`src/rtl/mbr_store_unit.sv`:
```
// ---------------------------------------------------------------------------
// mbr_store_unit
//
// Store-direction write-back unit for the BitCruncher datapath. It takes an
// accumulator value and a target address from the control unit and writes them
// to RAM through the MAR/MBR images. The write uses a mem_we / mem_ready
// handshake, and the wait for mem_ready is bounded. A one-entry pending slot
// lets the controller issue a second store while the first is still in flight.
//
// Parameters
//   DATA_W   width of the stored data word
//   ADDR_W   width of the memory address
//   TIMEOUT  maximum number of WRITE cycles spent waiting for mem_ready (1..255)
//
// Ports
//   clk        clock, rising edge
//   rst_n      asynchronous active-low reset
//   st_req     store request strobe, sampled every rising edge
//   acc_in     data to store, captured with st_req
//   mar_in     target address, captured with st_req
//   ovf_clr    clears the ovf sticky flag
//   mem_ready  RAM write acknowledge, sampled while in WRITE
//   mem_addr   RAM address (MAR image)
//   mem_wdata  RAM write data (MBR image)
//   mem_we     RAM write strobe
//   busy       high in every state except IDLE
//   st_done    one-cycle completion pulse
//   st_err     one-cycle pulse alongside st_done when the write timed out
//   ovf        sticky flag: a request was dropped because the pending slot was full
// ---------------------------------------------------------------------------
module mbr_store_unit #(
    parameter int DATA_W  = 16,
    parameter int ADDR_W  = 8,
    parameter int TIMEOUT = 15
) (
    input  logic              clk,
    input  logic              rst_n,
    input  logic              st_req,
    input  logic [DATA_W-1:0] acc_in,
    input  logic [ADDR_W-1:0] mar_in,
    input  logic              ovf_clr,
    input  logic              mem_ready,
    output logic [ADDR_W-1:0] mem_addr,
    output logic [DATA_W-1:0] mem_wdata,
    output logic              mem_we,
    output logic              busy,
    output logic              st_done,
    output logic              st_err,
    output logic              ovf
);

    localparam int CNT_W = 8;
    localparam logic [CNT_W-1:0] CNT_LAST = CNT_W'(TIMEOUT - 1);

    typedef enum logic [1:0] {
        IDLE  = 2'd0,
        SETUP = 2'd1,
        WRITE = 2'd2,
        DONE  = 2'd3
    } state_t;

    state_t            state, state_nx;
    logic [CNT_W-1:0]  cnt;
    logic              pend_valid;
    logic [ADDR_W-1:0] pend_addr;
    logic [DATA_W-1:0] pend_data;

    // Control decoded from the current state and the inputs.
    logic load_direct;  // capture mar_in/acc_in into the MAR/MBR images
    logic load_pend;    // move the pending entry into the MAR/MBR images
    logic pend_fill;    // capture mar_in/acc_in into the pending slot
    logic pend_clear;   // the pending slot drains and nothing refills it
    logic drop;         // request lost because the slot is full
    logic cnt_clr;
    logic cnt_inc;
    logic err_nx;       // the WRITE ends by timing out on this edge

    // NOTE: every signal driven here gets a default first, so that no path
    // through the case statement leaves a value unassigned. A missing default
    // is what makes the tool infer a latch.
    always_comb begin
        state_nx    = state;
        load_direct = 1'b0;
        load_pend   = 1'b0;
        pend_fill   = 1'b0;
        pend_clear  = 1'b0;
        drop        = 1'b0;
        cnt_clr     = 1'b0;
        cnt_inc     = 1'b0;
        err_nx      = 1'b0;

        unique case (state)
            IDLE: begin
                if (st_req) begin
                    load_direct = 1'b1;
                    state_nx    = SETUP;
                end
            end

            SETUP: begin
                cnt_clr  = 1'b1;
                state_nx = WRITE;
                if (st_req) begin
                    if (pend_valid) drop      = 1'b1;
                    else            pend_fill = 1'b1;
                end
            end

            WRITE: begin
                if (mem_ready) begin
                    // An acknowledge on the timeout edge still counts as success.
                    state_nx = DONE;
                end else if (cnt == CNT_LAST) begin
                    state_nx = DONE;
                    err_nx   = 1'b1;
                end else begin
                    cnt_inc = 1'b1;
                end
                if (st_req) begin
                    if (pend_valid) drop      = 1'b1;
                    else            pend_fill = 1'b1;
                end
            end

            DONE: begin
                if (pend_valid) begin
                    // The slot drains on this edge, so a request arriving now
                    // refills it instead of being dropped.
                    load_pend = 1'b1;
                    state_nx  = SETUP;
                    if (st_req) pend_fill  = 1'b1;
                    else        pend_clear = 1'b1;
                end else if (st_req) begin
                    load_direct = 1'b1;
                    state_nx    = SETUP;
                end else begin
                    state_nx = IDLE;
                end
            end

            default: state_nx = IDLE;
        endcase
    end

    // NOTE: state is updated with non-blocking assignments. Every flop then
    // samples the values from before the edge, whatever the order in which
    // the blocks are evaluated.
    always_ff @(posedge clk or negedge rst_n) begin
        if (!rst_n) begin
            state      <= IDLE;
            cnt        <= '0;
            pend_valid <= 1'b0;
            pend_addr  <= '0;
            pend_data  <= '0;
            mem_addr   <= '0;
            mem_wdata  <= '0;
            mem_we     <= 1'b0;
            busy       <= 1'b0;
            st_done    <= 1'b0;
            st_err     <= 1'b0;
            ovf        <= 1'b0;
        end else begin
            state <= state_nx;

            if (cnt_clr)      cnt <= '0;
            else if (cnt_inc) cnt <= cnt + 1'b1;

            if (load_direct) begin
                mem_addr  <= mar_in;
                mem_wdata <= acc_in;
            end else if (load_pend) begin
                mem_addr  <= pend_addr;
                mem_wdata <= pend_data;
            end

            if (pend_fill) begin
                pend_valid <= 1'b1;
                pend_addr  <= mar_in;
                pend_data  <= acc_in;
            end else if (pend_clear) begin
                pend_valid <= 1'b0;
            end

            // A drop takes priority over a clear on the same edge.
            if (drop)         ovf <= 1'b1;
            else if (ovf_clr) ovf <= 1'b0;

            // The outputs are registered images of the next state. They are
            // glitch-free, and reset clears them asynchronously.
            mem_we  <= (state_nx == WRITE);
            busy    <= (state_nx != IDLE);
            st_done <= (state_nx == DONE);
            st_err  <= err_nx;
        end
    end

endmodule

```
`config.mk`:
```
export PLATFORM = sky130hd
export DESIGN_NAME = mbr_store_unit
export DESIGN_NICKNAME = d
export VERILOG_FILES = /design/src/rtl/mbr_store_unit.sv
export SDC_FILE = /design/constraint.sdc
export NUM_CORES = 1
export LEC_CHECK = 0
export BUFFER_PORTS_ARGS = -buffer_cell sky130_fd_sc_hd__clkbuf_2
export CELL_PAD_IN_SITES_DETAIL_PLACEMENT = 0
export CELL_PAD_IN_SITES_GLOBAL_PLACEMENT = 1
export CORE_AREA = 5 5 96 98
export CTS_CLUSTER_DIAMETER = 40
export CTS_CLUSTER_SIZE = 25
export DETAILED_ROUTE_END_ITERATION = 12
export DIE_AREA = 0 0 101 103
export PLACE_DENSITY_LB_ADDON = 0.05
export SLEW_MARGIN = 5
export SYNTH_ARGS = -nofsm -noshare
export SYNTH_HDL_FRONTEND = slang
export SYNTH_SLANG_ARGS = --single-unit
```
`constraint.sdc`:
```
create_clock -name clk -period 7 [get_ports clk]
set_clock_uncertainty 0.2 [all_clocks]
set_input_delay 0.7 -clock clk [delete_from_list [all_inputs] [get_ports clk]]
set_output_delay 0.7 -clock clk [all_outputs]
set_load 0.01 [all_outputs]
```
==> results of run 1 <==
## metrics by stage
| step | hold WS [ns] | cell area (sq um) | util [%] | setup slack, ns |
|---|---|---|---|---|
| 6_report | 0.309 | 3390 | 40.5 | 4.24 |
| 5_1_grt | 0.318 | 3390 | 40.5 | 4.10 |
| 4_1_cts | 0.313 | 3390 | 40.5 | 4.20 |
| 3_5_place_dp | 0.296 | 3210 | 38.3 | 4.22 |
| 3_3_place_gp | 0.289 | 3210 | 38.3 | 4.30 |
| 2_1_floorplan | 0.204 | 2820 | - | 4.80 |
## cells in the final DEF, fill, tap and decap left out
master,instances
clkbuf_1,1
and3_1,2
clkbuf_8,9
xor2_1,2
nor3b_1,2
bufinv_16,1
buf_4,3
o21a_1,1
nand2_1,5
and4b_1,1
clkbuf_2,56
clkinv_2,3
o21ai_0,2
nand2_2,1
nor2b_1,1
nor2_1,32
nor3_1,4
a21oi_1,28
ha_1,7
nand3_1,1
a21o_1,1
a21boi_0,1
nand2b_1,2
nor4_1,2
nand4_1,1
a31o_2,1
dfrtp_1,64
mux2i_1,24
xnor2_1,3
or3_1,1
nor3b_4,1
a211oi_1,2
o211ai_1,1
clkinvlp_4,2
and2_1,2
inv_1,7
buf_2,1
mux2_2,24
nand3b_1,1
## power by group
group	internal [mW]	total, mW	switching [mW]
Sequential	0.545	0.644	0.0987
Clock	0.163	0.309	0.146
Combinational	0.301	0.607	0.306
Total	1.01	1.56	0.551
## kinds of logic after synthesis
logic type      count (synthesis)  share of synthesized area, %
simple gates                   59                          10.3
flops                          64                          56.8
buf+inv                        17                          2.97
compound gates                 37                          7.23
mux                            48                          18.1
fa+ha+maj                       7                          3.10
xor+xnor                        5                          1.55
## area by class of cell
cell class                      count  share of cell area [%]
Sequential cell                    64                    47.2
Multi-Input combinational cell    156                    33.5
Timing Repair Buffer               60                    9.07
Tap cell                          108                    3.98
Clock buffer                       10                    3.76
Clock inverter                      6                    1.77
Inverter                            7                   0.774
## layer usage
layer | vias up | part of all wire (%) | wire (microns)
li1 | 937 | - | -
met1 | 908 | 48 | 2820
met3 | 10 | 4.2 | 247
met2 | 43 | 46 | 2730
met4 | 0 | 1.7 | 102
met5 | - | 0 | 0
## sequential cells by signal (all words and copies together) (netlist names), 2 cells and up
register and cells:
mem_wdata 16, pend_data 16, cnt 8, mem_addr 8
pend_addr 8, state 2
## how the worst max path moves through the flow
| stage | from | endpoint | slack (ns) | cells after the start |
|---|---|---|---|---|
| floorplan | state[0] | pend_addr[0] | 4.80 | 7 |
| global placement | state[0] | pend_data[14] | 4.30 | 6 |
| detailed placement | state[0] | pend_data[6] | 4.22 | 6 |
| CTS | state[0] | pend_data[1] | 4.20 | 6 |
| global route | state[0] | pend_data[1] | 4.10 | 6 |
| finish | state[0] | pend_addr[2] | 4.24 | 6 |
## critical path: cells and delay by family (launching register included)
| family | cells | cell delay, ns |
|---|---|---|
| AND/OR/NAND/NOR | 2 | 0.68 |
| multiplexers | 1 | 0.38 |
| adder cells (fa/ha/maj) | 1 | 0.27 |
| AO/OA/AOI/OAI | 1 | 0.32 |
| flip-flops | 1 | 0.42 |
| buffers and inverters | 1 | 0.35 |
==> reports/qor.csv, run 1 <==
metric;value;unit
status;finished clean;
critical_path_class;flop to flop;
gp_congestion;0.729;
cts_buffers;9;
drive_gt1_share;33.7;%
drt_iter0_markers;81;
antenna_found_initial;0;
clock_latency;0.34;ns
end_kind;flop;
async_flop_share;100;%
ys_seq_elements;64;
grt_pass1_wl;9960;microns
cts_buffer_depth;2;
worstPathMaxFanout;25;
synth_fp_nets;273;
avgSynthCellArea;11.9;sq um
viasPerCell;4.62;
hold_depth;1;
cts-htree-levels;3;
grt_pass1_vias;2040;
fin_tns_setup;0;ns
io_buffers;57;
reg2reg_depth;6;
ys_types;35;
netlist_top_cells_count;dfrtp_1, nor2_1, a21oi_1, mux2_2, mux2i_1;
reg2reg_slack;4.24;ns
clk_pin_slew;0.07;ns
post-cts-setup-buffers;0;
placed_cells;395;
dr.pass1.iters;4;
ir_drop;0.136;mV
core.rowCount;34;
dr_total_vias;1898;
fin_nets;334;
grt_busiest_layer;met2;
max_stage_delay;0.51;ns
fin_total_pwr;1.56;mW
min-delay-start;pend_addr[5];
min_path_type;flop to flop;
area_delta_synth_final;20.3;%
arrival;2.77;ns
power.density;459;nW/um^2
rr_startpoint;state[0];
cts_root_buffer;clkbuf_8;
drc;0;
cap_violations;0;
finalHoldViolations;0;
start_kind;flop;
synthFlopType;dfrtp_1;
multi_input_area;1140;sq um
cp_slowest_cell;nand2_2;
die_h;103;microns
start_util;33.7;%
met3_usage;3.04;%
power_leakage;1.70;nW
cts_resized;0;
setup_violations;0;
syn_inst;237;
synth-edff-count;0;
worstHoldEndpoint;pend_addr[5];
grt_max_degree;65;
cts_num_sinks;64;
synth_top_area_share;56.8;%
yosys.area.top_type;dfrtp_1;
rsz0062_at_grt;no;
num_antenna_cells;0;
use_met1;16.4;%
synth.yosys.seq_area_share;56.8;%
postRouteAntennaNets;0;
die_w;101;microns
regToRegEndpoint;pend_addr[2];
synth_area_leaders;dfrtp_1, mux2_2, mux2i_1, a21oi_1, nor2_1;
cts_tree;done;
worstPathCellList;ha_1 > nand2_2 > o21a_1 > nor3b_4 > buf_4 > mux2_2;
synthesis.area;2820;sq um
drv_slew;0;
worst_pin_slew;0.836;ns
wire_per_inst;14.3;microns
timing.slew.headroom;44.1;%
instances_no_fill;411;
yosysMostFrequentCell;dfrtp_1;
hpwl;3840;microns
fill_cells;859;
cp.required;7.02;ns
fmax;0.363;GHz
grt_util_met2;19.4;%
dieArea;10400;sq um
ys_warn_count;0;
seq_area;1600;sq um
ioPinCount;58;
drt-total-wl;5900;microns
grt_util_all_layers;12.6;%
post-route-period-util;39.4;%
grt-ovfl-total;0;
core;8380;sq um
min_period;2.76;ns
cts_hold_buffers;0;
No activity file was read; power rests on OpenSTA's default activity.
==> run 2: changes to the inputs <==
==> constraint.sdc (replaced) <==
create_clock -name clk -period 2.3 [get_ports clk]
set_clock_uncertainty 0.2 [all_clocks]
set_input_delay 0.23 -clock clk [delete_from_list [all_inputs] [get_ports clk]]
set_output_delay 0.23 -clock clk [all_outputs]
set_load 0.01 [all_outputs]
==> run 2 against run 1 <==
Compared with the run above: critical path depth is 1 higher; global-route usage is 0.28 points higher; hold slack worse by 0.29 ns; maximum frequency is 27% higher; cell count is 7.3% higher; power grew to 3.2 times the previous value; routed wire length is 5.0% higher; setup slack worse by 4.1 ns; combinational power grew to 3.3 times the previous value; sequential power grew to 3.0 times the previous value; clock-buffer cell count is 1 higher; register-to-register slack worse by 4.1 ns; critical path type unchanged; largest cell class unchanged; highest routed layer unchanged.
==> reports/qor.csv, run 2 (synthesis gave the netlist of run 1 again) <==
metric;value;unit
status;finished clean;
cap_violations;0;
worstPathCellList;inv_1 > ha_1 > inv_1 > o21a_1 > nor3b_4 > buf_12 > mux2_2;
drc;0;
finalHoldViolations;0;
critical_path_class;flop to flop;
core;8380;sq um
reg_top3;mem_wdata: 16 flops, pend_data: 16 flops;
fin_tns_setup;0;ns
cts_resized;0;
final_cell_mix;dfrtp_1, clkbuf_2, nor2_1;
cts_root_buffer;clkbuf_8;
drt-total-wl;6190;microns
rsz0062_at_grt;no;
crit_top_cell;inv_1;
ioPinCount;58;
start_kind;flop;
post-route-period-util;94.3;%
fill_cells;809;
drv_slew;0;
max_stage_delay;0.41;ns
final_common_cell;dfrtp_1;
final_util;44.8;%
min_period;2.17;ns
dieArea;10400;sq um
cts_buffers;9;
end_kind;flop;
setup_violations;0;
ir_drop;0.455;mV
cts_tree;done;
hpwl;4070;microns
viasPerCell;4.52;
instances_no_fill;441;
placed_cells;401;
postRouteAntennaNets;0;
cts-htree-levels;3;
grt-ovfl-total;0;
grt_max_degree;49;
fmax;0.461;GHz
arrival;2.18;ns
dr_total_vias;1993;
drt_iter0_markers;50;
num_antenna_cells;0;
placed_area;3300;sq um
clock_latency;0.33;ns
antenna_found_initial;0;
power_leakage;1.86;nW
power.density;1320;nW/um^2
cp.required;2.31;ns
cp_slowest_cell;dfrtp_1;
cts_buffer_depth;2;
start_util;33.7;%
worstPathMaxFanout;25;
die_h;103;microns
fin_ws;0.130;ns
die_w;101;microns
design_area;3760;sq um
post-place-ws;0.142;ns
hold_ws;0.0224;ns
cts_num_sinks;64;
dr.pass1.iters;4;
grt_util_all_layers;12.8;%
min_path_type;input port to flop;
crit_family;flip-flops;
io_buffers;57;
timing.slew.headroom;64.6;%
core.rowCount;34;
worst_pin_slew;0.531;ns
crit_buf_inv;3;
gp_congestion;0.691;
grt_pass1_vias;2055;
area_delta_synth_final;33.1;%
fin_total_pwr;4.94;mW
drive_gt1_share;32.1;%
wire_per_inst;14.0;microns
clk_pin_slew;0.07;ns
fin_nets;366;
grt_pass1_wl;10200;microns
==> run 2: changes by cell type in the layout (fill, tap and decap cells not counted), sizes merged <==
cell and delta:
buf +6, clkinvlp -1, dlygate4sd3 +26, clkbuf +1, clkinv -2
==> run 2: worst min-delay path: stages <==
cell and delay (ns):
clkbuf_2 0.12, nand2b_1 0.13, nor2_1 0.04
==> run 2: final timing paths <==
check                              from            end  slack [ns]  cells past startpoint
setup / recovery               state[0]   pend_addr[4]        0.13                      7
hold / removal                mem_ready         st_err        0.02                      3
setup reg to reg               state[0]   pend_addr[4]        0.13                      7
hold reg to reg            pend_data[0]   pend_data[0]        0.31                      1
max in group asynchronous         rst_n  mem_wdata[11]        0.99                      4
min in group asynchronous         rst_n         cnt[7]        0.21                      2
==> run 2: routing by layer <==
metal  GRT usage, %  vias to the layer above  wire [microns]  share of wire, %
li1               -                     1009               -                 -
met1           17.3                      933            3050                49
met5              0                        -               0                 0
met4           6.13                        0             116               1.9
met2           19.9                       41            2750                44
met3           2.64                       10             277               4.5
==> run 2: repair_timing <==
item,in CTS,in global routing
buffers inserted,0,0
hold buffers,26,0
endpoints found under the hold margin,69,0
==> run 2: area by class of cell <==
| class | count | area (sq um) | area share, % |
|---|---|---|---|
| sequential | 64 | 1600 | 42.6 |
| clock inverter | 3 | 42.5 | 1.13 |
| multi-input combinational | 156 | 1140 | 30.2 |
| tap | 108 | 135 | 3.60 |
| clock buffer | 11 | 151 | 4.03 |
| timing repair buffer | 92 | 663 | 17.7 |
| inverter | 7 | 26.3 | 0.700 |
==> run 2: power by group <==
group          switching [mW]  internal (mW)  total, mW  leakage (nW)
Sequential              0.291           1.66       1.95         0.762
Clock                   0.424          0.546      0.970        0.0973
Combinational           0.985           1.04       2.02         0.998
